[src/rtl/lsu_arb_pkg.sv]
// Shared types for the dual-slot LSU arbiter.
package lsu_arb_pkg;

   typedef enum logic [1:0] {
      IDLE  = 2'd0,
      START = 2'd1,
      WAIT  = 2'd2
   } state_t;

   typedef struct packed {
      logic        we;
      logic [2:0]  f3;
      logic [31:0] addr;
      logic [31:0] wdata;
      logic [4:0]  rd;
      logic        slot;
   } mem_op_t;

   localparam logic SLOT1 = 1'b0;
   localparam logic SLOT2 = 1'b1;

endpackage

[src/rtl/lsu_op_slot.sv]
// Single mem-op holding register with valid bit; clear wins over load.
module lsu_op_slot
   import lsu_arb_pkg::*;
(
   input  logic    clk,
   input  logic    rst,
   input  logic    load,
   input  logic    clear,
   input  mem_op_t op_in,
   output mem_op_t op_q,
   output logic    valid_q
);

   // Capture an op on load, drop it on clear or reset.
   always_ff @(posedge clk) begin
      if (rst) begin
         op_q    <= '0;
         valid_q <= 1'b0;
      end else if (clear) begin
         valid_q <= 1'b0;
      end else if (load) begin
         op_q    <= op_in;
         valid_q <= 1'b1;
      end
   end

endmodule

[src/rtl/lsu_arbiter.sv]
// Arbitrates two decode slots onto a single LSU port, oldest slot first.
module lsu_arbiter
   import lsu_arb_pkg::*;
(
   input  logic        clk,
   input  logic        rst,
   input  logic        req1,
   input  logic        req2,
   input  logic        we1,
   input  logic        we2,
   input  logic [2:0]  f3_1,
   input  logic [2:0]  f3_2,
   input  logic [31:0] addr1,
   input  logic [31:0] addr2,
   input  logic [31:0] wdata1,
   input  logic [31:0] wdata2,
   input  logic [4:0]  rd1,
   input  logic [4:0]  rd2,
   input  logic        flush,
   input  logic        lsu_done,
   input  logic [31:0] lsu_rdata,
   output logic        accept1,
   output logic        accept2,
   output logic        stall,
   output logic        lsu_start,
   output logic [31:0] lsu_addr,
   output logic [31:0] lsu_wdata,
   output logic        lsu_we,
   output logic [2:0]  lsu_f3,
   output logic        wb_valid,
   output logic [4:0]  wb_rd,
   output logic [31:0] wb_data,
   output logic        wb_slot
);

   state_t  state, next_state;
   mem_op_t op1, op2;
   mem_op_t cur_op, cur_next;
   mem_op_t pend_op;
   logic    pend_v;
   logic    cur_load, pend_load, pend_clear, wb_fire;

   assign op1 = '{we: we1, f3: f3_1, addr: addr1, wdata: wdata1, rd: rd1, slot: SLOT1};
   assign op2 = '{we: we2, f3: f3_2, addr: addr2, wdata: wdata2, rd: rd2, slot: SLOT2};

   assign accept1 = req1 && (state == IDLE) && !flush;
   assign accept2 = req2 && (state == IDLE) && !flush;

   assign lsu_addr  = cur_op.addr;
   assign lsu_wdata = cur_op.wdata;
   assign lsu_we    = cur_op.we;
   assign lsu_f3    = cur_op.f3;

   lsu_op_slot u_pend (
      .clk     (clk),
      .rst     (rst),
      .load    (pend_load),
      .clear   (pend_clear),
      .op_in   (op2),
      .op_q    (pend_op),
      .valid_q (pend_v)
   );

   // Next-state and datapath control; flush only ever cancels the pending op.
   always_comb begin
      next_state = state;
      cur_load   = 1'b0;
      cur_next   = cur_op;
      pend_load  = 1'b0;
      pend_clear = 1'b0;
      wb_fire    = 1'b0;
      case (state)
         IDLE: begin
            if (accept1) begin
               cur_load   = 1'b1;
               cur_next   = op1;
               next_state = START;
               pend_load  = accept2;
            end else if (accept2) begin
               cur_load   = 1'b1;
               cur_next   = op2;
               next_state = START;
            end
         end
         START: begin
            next_state = WAIT;
            pend_clear = flush;
         end
         WAIT: begin
            pend_clear = flush;
            if (lsu_done) begin
               wb_fire    = !cur_op.we;
               pend_clear = 1'b1;
               if (pend_v && !flush) begin
                  cur_load   = 1'b1;
                  cur_next   = pend_op;
                  next_state = START;
               end else begin
                  next_state = IDLE;
               end
            end
         end
         default: next_state = IDLE;
      endcase
   end

   // State, LSU-facing op register, start pulse, stall and writeback registers.
   always_ff @(posedge clk) begin
      if (rst) begin
         state     <= IDLE;
         cur_op    <= '0;
         lsu_start <= 1'b0;
         stall     <= 1'b0;
         wb_valid  <= 1'b0;
         wb_rd     <= '0;
         wb_data   <= '0;
         wb_slot   <= 1'b0;
      end else begin
         state     <= next_state;
         lsu_start <= (next_state == START);
         stall     <= (next_state != IDLE);
         wb_valid  <= wb_fire;
         if (cur_load) begin
            cur_op <= cur_next;
         end
         if (wb_fire) begin
            wb_rd   <= cur_op.rd;
            wb_data <= lsu_rdata;
            wb_slot <= cur_op.slot;
         end
      end
   end

endmodule

[config.mk]
export PLATFORM = sky130hd
export DESIGN_NAME = lsu_arbiter
export DESIGN_NICKNAME = d
export VERILOG_FILES = /design/src/rtl/lsu_arb_pkg.sv /design/src/rtl/lsu_op_slot.sv /design/src/rtl/lsu_arbiter.sv
export SDC_FILE = /design/constraint.sdc
export NUM_CORES = 1
export LEC_CHECK = 0
export CORE_UTILIZATION = 50
export DETAILED_ROUTE_END_ITERATION = 10
export DONT_BUFFER_PORTS = 1
export SLEW_MARGIN = 10
export SYNTH_ARGS = -nofsm -noshare
export SYNTH_HDL_FRONTEND = slang
export SYNTH_SLANG_ARGS = --single-unit
[constraint.sdc]
create_clock -name clk -period 2.5 [get_ports clk]
set_clock_uncertainty 0.15 [all_clocks]
set_input_delay 0.25 -clock clk [delete_from_list [all_inputs] [get_ports clk]]
set_output_delay 0.25 -clock clk [all_outputs]
set_load 0.05 [all_outputs]
# --- Yosys cells after proc, flatten, opt, wreduce, memory -nomap -nowiden ---
# Index checks and enable logic that the tools add are counted.
word_totals:
  inputBits: 184
  latchBits: 0
  mem_bits_rw: 0
  memories: 0
  reg_bits: 192
  mem_bits_ro: 0
classes:
  n_mul: 0
  magnitude_cmp: 0
  bitwise_logic: 1
  addsub: 0
  div_mod_pow: 0
  shifts: 0
  n_eq_ne: 6
  n_mux: 21
  n_reduce_logical: 13
ops:
  columns: ["operator", "n"]
  rows:
  - ["$mux W74", 4]
  - ["$pmux W74 S2", 1]
  - ["$mux W1", 10]
  - ["$mux W2", 3]
  - ["$pmux W2 S3", 1]
  - ["$logic_and A1 B1 Y1", 5]
  - ["$reduce_and A5 Y1", 1]
  - ["$eq A2 B1 Y1 const B", 2]
  - ["$ne A2 B2 Y1 const B", 2]
  - ["$pmux W1 S2", 2]
  - ["$reduce_bool A2 Y1", 2]
  - ["$ne A3 B3 Y1 const B", 1]
  - ["$eq A2 B2 Y1 const B", 1]
  - ["$logic_not A1 Y1", 2]
  - ["$logic_not A2 Y1", 1]
  - ["$reduce_and A2 Y1", 1]
  - ["$reduce_or A2 Y1", 1]
  - ["$not A1 Y1", 1]

# --- Depth between registers and ports, before layout ---
depth:
  ltp_word: 7
  depth_mapped: 10
  mapped_depth_nobuf: 6

# --- Cells and area by module ---
# Synthesis repeated with hierarchy kept, for this count alone.
unflattened:
  hier_cells: 1119
  hier_area_um2: 10667.7
by_module_without_submodules:
  columns: ["module", "area_per_inst_um2", "n_inst", "cells_per_inst", "seq_area_each_um2"]
  rows:
  - ["lsu_arbiter", 7043.0, 1, 779, 2342.2]
  - ["lsu_op_slot", 3624.7, 1, 340, 1501.4]

# --- Worst setup path after synthesis ---
# No wires, ideal clock.
synth_path:
  path_type: "reg2reg"
  startpoint: "register state[0]"
  endpoint: "register u_pend.op_q[10] in the netlist's numbering"
  path_slack_ps: 274
  arrival_ps: 2004
  n_path_buf: 2
  synth_period_minus_slack_ps: 2226
  stages_incl_launch_ff: 9
  path_cell_list: "dfxtp_1 inv_1 ha_1 and3b_1 and2_1 nor2b_1 buf_4 buf_4 mux2i_1"
synth_between:
  elab_chain_len: 6
  word_cells_on_any_way: 12
  classes_between: "eq/ne: 2; mux: 3; bitwise: 1; reduce/logical: 6"
synth_rtl:
  columns: ["element", "line_no", "source"]
  rows:
  - ["from (decl)", "lsu_arbiter.sv:36", "state_t state, next_state;"]
  - ["from (signal assigned)", "lsu_arbiter.sv:119", "state <= next_state;"]
  - ["$logic_not A2 Y1", "lsu_arbiter.sv:47", "assign accept2 = req2 && (state == IDLE) && !flush;"]
  - ["$logic_and A1 B1 Y1 (2 in a row)", "lsu_arbiter.sv:47", null]
  - ["named net accept2", "lsu_arbiter.sv:23", "output logic accept2,"]
  - ["$mux W1", "lsu_arbiter.sv:74", "if (accept1) begin"]
  - ["$mux W1", "lsu_arbiter.sv:72", "case (state)"]
  - ["$reduce_and A2 Y1 (no source line)", null, null]
  - ["to (signal assigned)", "lsu_op_slot.sv:22", "op_q <= op_in;"]
  - ["to (decl)", "lsu_op_slot.sv:10", "output mem_op_t op_q,"]
# The timed path passes the listed nets, and every way through them passes these cells.
# A chain may end at the register's enable or synchronous reset.

# --- Final worst setup path ---
layout_path:
  startpoint: "register state[0]"
  endpoint: "register wb_data[18]"
layout_between:
  elab_chain_len: 2
layout_rtl:
  columns: ["element", "line_no", "source"]
  rows:
  - ["$eq A2 B2 Y1", "lsu_arbiter.sv:72", null]
  - ["$mux W1", "lsu_arbiter.sv:72", null]
  - ["to (signal assigned)", "lsu_arbiter.sv:128", "wb_data <= lsu_rdata;"]
  - ["to (decl)", "lsu_arbiter.sv:32", "output logic [31:0] wb_data,"]
# Every way passes these cells.

==> results.tsv <==
stage	metric	value	unit
outcome	status	complete, no violations	
logic_synthesis	synthCells	1014	
timing	tightest_slew	0.631	ns
setup_path	ff2ff_setup_slack	0.17	ns
logic_synthesis	synthSimpleGateAreaFrac	13.7	%
finish	final_common_cell	nand2_1	
setup_path	worst-setup-path-type	reg2reg	
pwr	swShare	32.6	%
clock_network	cts_tree	done	
placed_design	portBuffers	0	
floorplan	die_w	136	um
floorplan	coreArea	17400	um2
finish	final_cell_mix	nand2_1 (300), dfxtp_1 (192), dlygate4sd3_1 (165)	
logic_synthesis	ys_types	33	
timing	period_share	93.4	%
setup_path	critical_path.top_delay_family	buffers and inverters	
pwr	cellPowerDensity	703	nW/um2
job	max-cap-violations	0	
logic_synthesis	synth_xor_area_share	0	%
logic_synthesis	synth_compound_area_share	15.2	%
clock_network	clk_latency	0.43	ns
setup_path	arrival	2.56	ns
detailed_routing	num_vias	7260	
logic_synthesis	synth-edff-count	0	
global_route	grt_max_degree	78	
floorplan	start_util	51.5	%
clock_network	clkTransAtPathRegs	0.08	ns
hold_path	hp-class	in2reg	
detailed_routing	wl	23.0	mm
logic_synthesis	syn_avg_cell_area	8.84	um2
clock_network	cts.root.buffer_cell	clkbuf_16	
clock_network	ctsLongestPathBuffers	2	
setup_path	worst-path-buf-inv	3	
timing	setup_viol	0	
pwr	p_sw	2.49	mW
timing	clock.fmax	0.428	GHz
finish	drive_gt1_share	6.10	%
logic_synthesis	synth.area.mux_share	16.5	%
placed_design	dp_hpwl	13.4	mm
floorplan	die_y	136	um
placed_design	gp_congestion	0.738	
pwr	seqPwrFrac	50.8	%
finish	synthToLayoutAreaGrowth	20.9	%
floorplan	die-area	18500	um2
clock_network	cts_setup_buffers	0	
finish	nets	1257	
setup_path	reg2reg_depth	8	
hold_path	hold_start	wdata2[20]	
setup_path	cp_max_fo	38	
global_route	antenna_found_initial	0	
floorplan	io_pins	295	
logic_synthesis	synth_top_family_by_area	multiplexers	
logic_synthesis	seq_area_frac_synth	42.9	%
clock_network	cts_buffers	17	
logic_synthesis	synth_fa_ha_area_share	0.559	%
logic_synthesis	ys_seq_elements	192	
timing	slew_viol_final	0	
detailed_routing	drt-initial-drc-count	387	
pwr	power	7.62	mW
setup_path	r2r_end	wb_data[18]$_SDFFE_PP0P_	
detailed_routing	drtPass1Iterations	7	
global_route	grt.overflow.total	0	
pwr	ir_drop	496	uV
setup_path	r2r-start	state[0]$_SDFF_PP0_	
timing	tns	0	ns
global_route	grt_pass1_vias	7016	
setup_path	required	2.72	ns
setup_path	max_stage_delay	0.60	ns
pwr	clkPwrFrac	35.0	%
timing	slew_headroom	57.9	%
timing	min_period	2.33	ns
timing	rsz0062_at_grt	no	
logic_synthesis	yosys_warnings	0	
hold_path	worst_hold_path.num_cells	3	
setup_path	cp_slowest_cell	dlygate4sd3_1	
setup_path	cp-end-kind	flip-flop	
logic_synthesis	syn-num-nets	1202	
logic_synthesis	synth_ff_type	dfxtp_1	
global_route	track_usage	24.4	%
setup_path	worstSetupStartpointType	flip-flop	
pwr	p_int	5.13	mW
detailed_routing	via_per_inst	5.55	
timing	hold_violations	0	
pwr	combPwrFrac	14.2	%
finish	antenna_cells	0	
setup_path	crit_chain	inv_1 -> ha_2 -> nand2_1 -> nor2_2 -> buf_4 -> nand2_1 -> a21oi_1 -> dlygate4sd3_1	
pwr	p_leak	3.85	nW
clock_network	cts.sinks	192	
floorplan	rows	48	
clock_network	htree_levels	4	
detailed_routing	routedWlPerCell	17.6	um
hold_path	hold_end	lsu_wdata[20]$_SDFFE_PP0P_	
detailed_routing	drc	0	
logic_synthesis	synthesis.area	8960	um2
detailed_routing	antenna_left	0	
global_route	grt_pass1_wl	35.7	mm
logic_synthesis	synthArstFlopShare	0	%
setup_path	crit_path_frequent_cell	nand2_1	
==> metal layers <==
layer  up-vias  routed length [um]  track usage, %
met4         0                 509            10.0
li1       3549                   -               -
met5         -                   0               0
met1      3423                9960            30.6
met3        38                1670            6.38
met2       250               10800            39.7
==> logic make-up after synthesis <==
family	after synthesis
AND/OR/NAND/NOR	317
AO/OA/AOI/OAI	195
flip-flops	192
buffers and inverters	158
multiplexers	148
adder cells (fa/ha/maj)	4
==> how the worst max path moves through the flow <==
stage | endpoint | cells past startpoint | from | slack (ns)
global placement | lsu_wdata[23]$_SDFFE_PP0P_ | 6 | state[0]$_SDFF_PP0_ | 0.35
global route | wb_data[18]$_SDFFE_PP0P_ | 8 | state[0]$_SDFF_PP0_ | 0.05
detailed placement | lsu_wdata[24]$_SDFFE_PP0P_ | 6 | state[0]$_SDFF_PP0_ | 0.33
CTS | wb_data[26]$_SDFFE_PP0P_ | 7 | state[0]$_SDFF_PP0_ | 0.05
floorplan | u_pend.op_q[10]$_SDFFE_PP0P_ | 8 | state[0]$_SDFF_PP0_ | 0.27
finish | wb_data[18]$_SDFFE_PP0P_ | 8 | state[0]$_SDFF_PP0_ | 0.17
==> metrics by stage <==
stage	hold WS, ns	worst slack, ns	utilization [%]	cell area (um2)	std cells
2_1_floorplan	0.236	0.274	-	8960	1014
3_3_place_gp	0.172	0.345	49.3	8580	1109
3_5_place_dp	0.174	0.328	49.3	8580	1109
4_1_cts	0.0000512	0.0541	62.2	10800	1307
5_1_grt	0.00753	0.0456	62.2	10800	1307
6_report	0.00752	0.166	62.2	10800	1307
==> tightest hold or removal path, delay by kind of cell <==
family / cells / cell delay (ns)
AO/OA/AOI/OAI: 2 / 0.27
multiplexers: 1 / 0.04
==> power groups by stage <==
| stage | logic (mW) | registers, mW | clock network [mW] |
|---|---|---|---|
| 2_1_floorplan | 1.28 | 3.49 | 0 |
| 3_3_place_gp | 0.830 | 3.94 | 0 |
| 3_5_place_dp | 0.844 | 3.94 | 0 |
| 4_1_cts | 1.08 | 3.87 | 2.71 |
| 5_1_grt | 1.18 | 3.90 | 2.84 |
| 6_report | 1.08 | 3.87 | 2.66 |
==> state kept, by name, summed over array words and instances (netlist names), 2 cells and up <==
name and cells:
cur_op 6, state 2, lsu_f3 3, lsu_addr 32, wb_rd 5, lsu_wdata 32, wb_data 32, u_pend.op_q 74
==> cell type report <==
class	count	area, um2
clock buffers	18	439
clock inverters	14	136
flip-flops and latches	192	3840
repair buffers	189	1960
well taps	225	282
fillers	1518	6590
inverters	5	23.8
multi-input cells	664	4150
==> Yosys cell counts (all sizes together) (2+ instances only) <==
master | count | area [um2]
a21oi | 38 | 190
and3b | 2 | 17.5
nor2 | 5 | 21.3
o21a | 2 | 15.0
and2 | 3 | 18.8
inv | 5 | 18.8
ha | 4 | 50.1
nand2 | 300 | 1130
dfxtp | 192 | 3840
o21ai | 76 | 380
a32o | 73 | 731
buf | 107 | 802
mux2i | 147 | 1470
clkbuf | 46 | 173
==> repair_timing <==
item,CTS,global route
endpoints found under the hold margin,174,0
endpoints found under the setup margin,0,8
resized for setup,0,1
hold buffers,166,0
Power figures use the tool's default switching activity.
